### src/rtl/pmp_cfg_regs.sv
// PMP configuration CSR storage with lock, WARL and sticky-bit write legalisation.
// Smepmp support (mseccfg storage and MML-dependent rules) is enabled by defining CVA6_PMP_SMEPMP_EN.

package riscv;

    typedef enum logic [1:0] {
        OFF   = 2'b00,
        TOR   = 2'b01,
        NA4   = 2'b10,
        NAPOT = 2'b11
    } pmp_addr_mode_t;

    typedef struct packed {
        logic x;
        logic w;
        logic r;
    } pmpcfg_access_t;

    typedef struct packed {
        logic           locked;
        logic [1:0]     reserved;
        pmp_addr_mode_t addr_mode;
        pmpcfg_access_t access_type;
    } pmpcfg_t;

    typedef struct packed {
        logic rlb;
        logic mmwp;
        logic mml;
    } mseccfg_t;

endpackage

module pmp_cfg_regs #(
    parameter int unsigned XLEN       = 64,
    parameter int unsigned PMP_LEN    = 54,
    parameter int unsigned NR_ENTRIES = 16
) (
    input  logic                          clk_i,
    input  logic                          rst_ni,
    input  logic                          csr_we_i,
    input  logic [11:0]                   csr_addr_i,
    input  logic [XLEN-1:0]               csr_wdata_i,
    output logic [XLEN-1:0]               csr_rdata_o,
    output logic [15:0][PMP_LEN-1:0]      conf_addr_o,
    output riscv::pmpcfg_t [15:0]         conf_o,
    output riscv::mseccfg_t               mconf_o,
    output logic                          cfg_changed_o,
    output logic                          wr_dropped_o
);

    localparam int unsigned NB          = XLEN / 8;
    localparam bit          RV32        = (XLEN == 32);
    localparam logic [16:0] IMPL_ONEHOT = 17'd1 << NR_ENTRIES;
    localparam logic [15:0] IMPL_MASK   = 16'(IMPL_ONEHOT - 17'd1);

    riscv::pmpcfg_t [15:0]      conf_q, conf_d;
    logic [15:0][PMP_LEN-1:0]   addr_q, addr_d;
    logic                       changed_q, dropped_q;
    logic                       changed, dropped;

    logic                       is_cfg, is_addr, is_msec;
    logic [3:0]                 cfg_base, addr_idx, addr_next_idx;
    logic [15:0]                locked_vec, tor_vec;
    logic                       any_locked, addr_blocked;
    logic                       mml, rlb;
    logic [3:0]                 e;
    riscv::pmpcfg_t             new_byte;

`ifdef CVA6_PMP_SMEPMP_EN
    localparam logic [11:0]     ADDR_MSECCFG = 12'h747;
    riscv::mseccfg_t            msec_q, msec_d;

    assign mml     = msec_q.mml;
    assign rlb     = msec_q.rlb;
    assign is_msec = (csr_addr_i == ADDR_MSECCFG);
    assign mconf_o = msec_q;
`else
    assign mml     = 1'b0;
    assign rlb     = 1'b0;
    assign is_msec = 1'b0;
    assign mconf_o = '0;
`endif

    // RV64 only exposes the even pmpcfg CSRs; each CSR byte maps to one entry.
    assign is_cfg        = (csr_addr_i[11:2] == 10'h0E8) && (RV32 || !csr_addr_i[0]);
    assign is_addr       = (csr_addr_i[11:4] == 8'h3B);
    assign cfg_base      = {csr_addr_i[1:0], 2'b00};
    assign addr_idx      = csr_addr_i[3:0];
    assign addr_next_idx = addr_idx + 4'd1;

    always_comb begin
        locked_vec = '0;
        tor_vec    = '0;
        for (int i = 0; i < 16; i++) begin
            locked_vec[i] = conf_q[i].locked;
            tor_vec[i]    = (conf_q[i].addr_mode == riscv::TOR);
        end
    end

    assign any_locked = |(locked_vec & IMPL_MASK);

    // A locked TOR entry also freezes the pmpaddr below it, since that is its base.
    assign addr_blocked = !rlb && (locked_vec[addr_idx] ||
                          ((addr_idx != 4'd15) && locked_vec[addr_next_idx] && tor_vec[addr_next_idx]));

    always_comb begin
        conf_d   = conf_q;
        addr_d   = addr_q;
        dropped  = 1'b0;
        e        = '0;
        new_byte = '0;
`ifdef CVA6_PMP_SMEPMP_EN
        msec_d   = msec_q;
`endif
        if (csr_we_i && is_cfg) begin
            for (int j = 0; j < NB; j++) begin
                e                 = cfg_base + 4'(j);
                new_byte          = riscv::pmpcfg_t'(csr_wdata_i[8*j +: 8]);
                new_byte.reserved = 2'b00;
                if (IMPL_MASK[e]) begin
                    if (locked_vec[e] && !rlb) begin
                        dropped = 1'b1;
                    end else if (!mml && !new_byte.access_type.r && new_byte.access_type.w) begin
                        dropped = 1'b1;
                    end else if (mml && !rlb && new_byte.locked &&
                                 ((!new_byte.access_type.r && new_byte.access_type.w) ||
                                  (new_byte.access_type.x && (new_byte.access_type != 3'b111)))) begin
                        dropped = 1'b1;
                    end else begin
                        conf_d[e] = new_byte;
                    end
                end
            end
        end else if (csr_we_i && is_addr && IMPL_MASK[addr_idx]) begin
            if (addr_blocked) begin
                dropped = 1'b1;
            end else begin
                addr_d[addr_idx] = PMP_LEN'(csr_wdata_i);
            end
        end
`ifdef CVA6_PMP_SMEPMP_EN
        else if (csr_we_i && is_msec) begin
            msec_d.mml  = msec_q.mml  | csr_wdata_i[0];
            msec_d.mmwp = msec_q.mmwp | csr_wdata_i[1];
            if (!csr_wdata_i[2]) begin
                msec_d.rlb = 1'b0;
            end else if (msec_q.rlb || !any_locked) begin
                msec_d.rlb = 1'b1;
            end else begin
                dropped = 1'b1;
            end
        end
`endif
    end

    always_comb begin
        changed = (conf_d != conf_q) || (addr_d != addr_q);
`ifdef CVA6_PMP_SMEPMP_EN
        changed = changed || (msec_d != msec_q);
`endif
    end

    always_comb begin
        csr_rdata_o = '0;
        if (is_cfg) begin
            for (int j = 0; j < NB; j++) begin
                csr_rdata_o[8*j +: 8] = conf_q[cfg_base + 4'(j)];
            end
        end else if (is_addr) begin
            csr_rdata_o = XLEN'(addr_q[addr_idx]);
        end
`ifdef CVA6_PMP_SMEPMP_EN
        else if (is_msec) begin
            csr_rdata_o[2:0] = msec_q;
        end
`endif
    end

    always_ff @(posedge clk_i or negedge rst_ni) begin
        if (!rst_ni) begin
            conf_q    <= '0;
            addr_q    <= '0;
            changed_q <= 1'b0;
            dropped_q <= 1'b0;
        end else begin
            conf_q    <= conf_d;
            addr_q    <= addr_d;
            changed_q <= changed;
            dropped_q <= dropped;
        end
    end

`ifdef CVA6_PMP_SMEPMP_EN
    always_ff @(posedge clk_i or negedge rst_ni) begin
        if (!rst_ni) begin
            msec_q <= '0;
        end else begin
            msec_q <= msec_d;
        end
    end
`endif

    assign conf_o        = conf_q;
    assign conf_addr_o   = addr_q;
    assign cfg_changed_o = changed_q;
    assign wr_dropped_o  = dropped_q;

endmodule

### config.mk
export PLATFORM = sky130hd
export DESIGN_NAME = pmp_cfg_regs
export DESIGN_NICKNAME = d
export VERILOG_FILES = /design/src/rtl/pmp_cfg_regs.sv
export SDC_FILE = /design/constraint.sdc
export NUM_CORES = 2
export LEC_CHECK = 0
export BUFFER_PORTS_ARGS = -buffer_cell sky130_fd_sc_hd__buf_2
export CAP_MARGIN = 20
export CORE_AREA = 2 2 449 451
export CTS_CLUSTER_SIZE = 40
export DETAILED_ROUTE_END_ITERATION = 7
export DIE_AREA = 0 0 451 453
export MAX_ROUTING_LAYER = met4
export PLACE_DENSITY = 0.58
export SETUP_SLACK_MARGIN = 0.4
export SLEW_MARGIN = 20
export SYNTH_ARGS = -nofsm -noshare
export SYNTH_HDL_FRONTEND = slang
export SYNTH_SLANG_ARGS = --single-unit
### constraint.sdc
create_clock -name clk_i -period 9 [get_ports clk_i]
set_input_delay 0.45 -clock clk_i [delete_from_list [all_inputs] [get_ports clk_i]]
set_output_delay 0.45 -clock clk_i [all_outputs]
set_load 0.01 [all_outputs]
==> key figures <==
Global route
  • Overall routing resource usage: 61.6%
  • Grt total ovfl: 0
  • Antenna violations before repair: 178
  • Number of global-route vias before repair: 64900
  • Largest net degree at the start of global routing: 139
  • Global-route wire length before repair: 782000 um

STA
  • Unrepaired setup endpoints after global routing: false
  • Headroom to the max-slew limit: 5.32%
  • Hold violation count in the final report: 0
  • Number of failing setup endpoints in the final timing report: 0
  • Max frequency: 0.159 GHz
  • Fin crit share: 70.0%
  • Final total negative setup slack: 0 ns
  • Skew final: 0.0719 ns
  • Pins Over Slew Limit: 0
  • Smallest hold slack: 0.0520 ns
  • Final worst slack: 2.70 ns
  • Post-layout min period: 6.30 ns
  • Worst-Margin Slew: 1.42 ns

Worst setup path
  • Crit path max fanout: 75
  • CP Data Required Time: 9.63 ns
  • Critical path arrival: 6.93 ns
  • Worst Path Class, Setup: input pin to flip-flop
  • Nature of the critical path endpoint: flip-flop
  • Critical Path Source Type: input pin

Floorplanning
  • Area of the core: 199000 um2
  • Vertical die dimension: 453 um
  • Die Footprint: 204000 um2
  • Initial core utilization: 30.3%
  • Num rows: 164
  • Number of I/O pins: 1140
  • Horiz. Die Dim: 451 um

Synthesis
  • Number of synthesized register bits: 994
  • Sequential-to-total area share from yosys stat: 41.2%
  • Post-synth EDFFs: 0
  • Avg Inst Size Synth: 10.6 um2
  • Top cells by area in the synthesized netlist: dfrtp_1 41%, mux4_2 10%, mux2_2 9.6%
  • Number of distinct library cells after synthesis: 100
  • Most frequently used flop master after synthesis: dfrtp_1
  • Total standard cell area after synthesis: 60400 um2
  • Library cell with the largest summed area after synthesis: dfrtp_1
  • Number of cells produced by synthesis: 5706
  • Yosys top cell area share: 41.2%
  • Share of synthesized registers carrying an async set or reset: 100%
  • Yosys warns: 0

Detailed routing
  • Antenna-violating nets left: 0
  • Routed wire length: 632000 um
  • Final routed wire length divided by cell count: 65.2 um
  • Detailed-router iteration count before antenna repair: 8
  • Starting DRC count in detailed routing: 15700
  • Via-to-Cell Ratio: 7.57
  • Via Count: 73500
  • Remaining routing DRC violations: 51

Clocking
  • Clk sink count: 994
  • Largest buffer count on any clock path: 3
  • Insertion delay to the later sink of the worst-skew pair: 0.87 ns
  • TritonCTS clock tree: built
  • Clk Tree Root Cell: clkbuf_16
  • Maximum level of the CTS H-tree: 3
  • Number of buffers inserted to repair setup after CTS: 0
  • Reg clk slew, reported paths: 0.07 ns
  • Number of clock buffers inserted by TritonCTS: 118

Placed design
  • DP Worst Slack: 2.26 ns
  • Port bufs: 1133
  • Global placer's final weighted congestion: 1.17
  • Estimated wirelength of the detail-placed design: 474000 um

Finish
  • Layout cell share with drive strength beyond 1: 37.2%
  • Layout-stage area growth over the synthesis result: 23.8%
  • Finished Core Util: 37.5%
  • Most common library cell in the layout ignoring fill and taps: buf_2
  • Highest-count cells in the layout ignoring fill and taps: 1128 x buf_2, 994 x dfrtp_1, 517 x mux2_2
  • Final net count: 6847
  • Number of fillers in the final layout: 20100

Power and ir drop
  • Total power: 11.8 mW
  • Cell area power density: 158 nW/um2
  • VDD IR max: 172 uV
  • Static power due to leakage: 36.1 nW

Run status
  • Outcome: complete, but fails checks
  • Violations in the final reports: DRC

Job
  • Number of max-cap violations: 0

Worst hold path
  • Hold WC Path Type: input pin to flip-flop
cell families after synthesis:
logic type	count (synthesis)	share of synthesized area [%]
other cells	1	0.00621
mux	1071	24.6
simple gates	1126	9.12
flops	994	41.2
buf+inv	852	5.64
compound gates	1602	18.5
xor+xnor	53	0.768
fa+ha+maj	7	0.145
worst max-delay path: stages:
cell and delay (ns):
buf_8 0.56, inv_1 0.31, ha_2 0.65, nor2b_1 0.38
nand4b_1 0.25, a41oi_1 0.49, buf_4 0.23, a21oi_2 0.29
nand4_4 0.74, o22ai_1 0.55, a2111oi_1 1.13, o2111ai_1 0.28
nor4_1 0.42, nand4_1 0.15
routing by layer:
metal / track usage (%) / up-vias / wire length [um] / part of all wire (%)
met3: 31.8 / 2850 / 95200 / 15
met1: 68.1 / 37800 / 219000 / 35
met4: 55.6 / 0 / 75500 / 12
li1: - / 24300 / - / -
met5: - / - / 0 / 0
met2: 79.3 / 8462 / 242000 / 38
timing repair:
| action | 4_1_cts | 5_1_grt |
|---|---|---|
| endpoints found under the hold margin | 69 | 0 |
| hold buffers | 2 | 0 |
| resized for setup | 0 | 0 |
state kept, by name (all words and copies together) (netlist names):
| register | count |
|---|---|
| conf_o | 128 |
| cfg_changed_o | 1 |
| conf_addr_o | 864 |
| wr_dropped_o | 1 |
final timing paths:
| kind | start | cells past startpoint | end | slack, ns |
|---|---|---|---|---|
| worst max-delay path | csr_addr_i[1] | 14 | cfg_changed_o$_DFF_PN0_ | 2.70 |
| worst min-delay path | csr_wdata_i[59] | 3 | conf_o[59]$_DFF_PN0_ | 0.05 |
| worst max register to register | conf_o[100]$_DFF_PN0_ | 10 | cfg_changed_o$_DFF_PN0_ | 3.24 |
| worst min register to register | conf_o[30]$_DFF_PN0_ | 1 | conf_o[30]$_DFF_PN0_ | 0.54 |
| max in group asynchronous | rst_ni | 4 | conf_addr_o[507]$_DFF_PN0_ | 6.67 |
| min in group asynchronous | rst_ni | 2 | conf_addr_o[471]$_DFF_PN0_ | 0.21 |
metrics by stage:
stage	instances	cell area [um2]
floorplan	5708	60400
global placement	9291	70200
detailed placement	9292	70200
CTS	9513	74300
global route	9646	74700
finish	9700	74800
power by group:
group          switching [mW]  internal (mW)
combinational            1.53          0.389
sequential             0.0628           4.49
clock                    2.39           2.93
cell type report:
type,count,area [um2],area share (%)
multi-input cells,3862,32300,43.2
flip-flops and latches,994,24900,33.3
repair buffers,1488,8640,11.5
clock buffers,162,3340,4.46
well taps,2656,3320,4.44
inverters,297,1120,1.49
clock inverters,57,767,1.03
diodes,184,460,0.616
synthesized netlist by cell type (74+ instances only):
| cell type | count |
|---|---|
| clkbuf_1 | 377 |
| a22o_1 | 92 |
| o21ai_0 | 371 |
| mux2i_1 | 269 |
| buf_2 | 99 |
| mux4_2 | 279 |
| o22ai_1 | 319 |
| nor2_1 | 190 |
| mux2_2 | 517 |
| a221oi_1 | 82 |
| a22oi_1 | 115 |
| a222oi_1 | 74 |
| nand2_1 | 412 |
| a21oi_1 | 141 |
| inv_1 | 278 |
| dfrtp_1 | 994 |
| nor3_1 | 103 |
(Power assumes the default switching activity.)
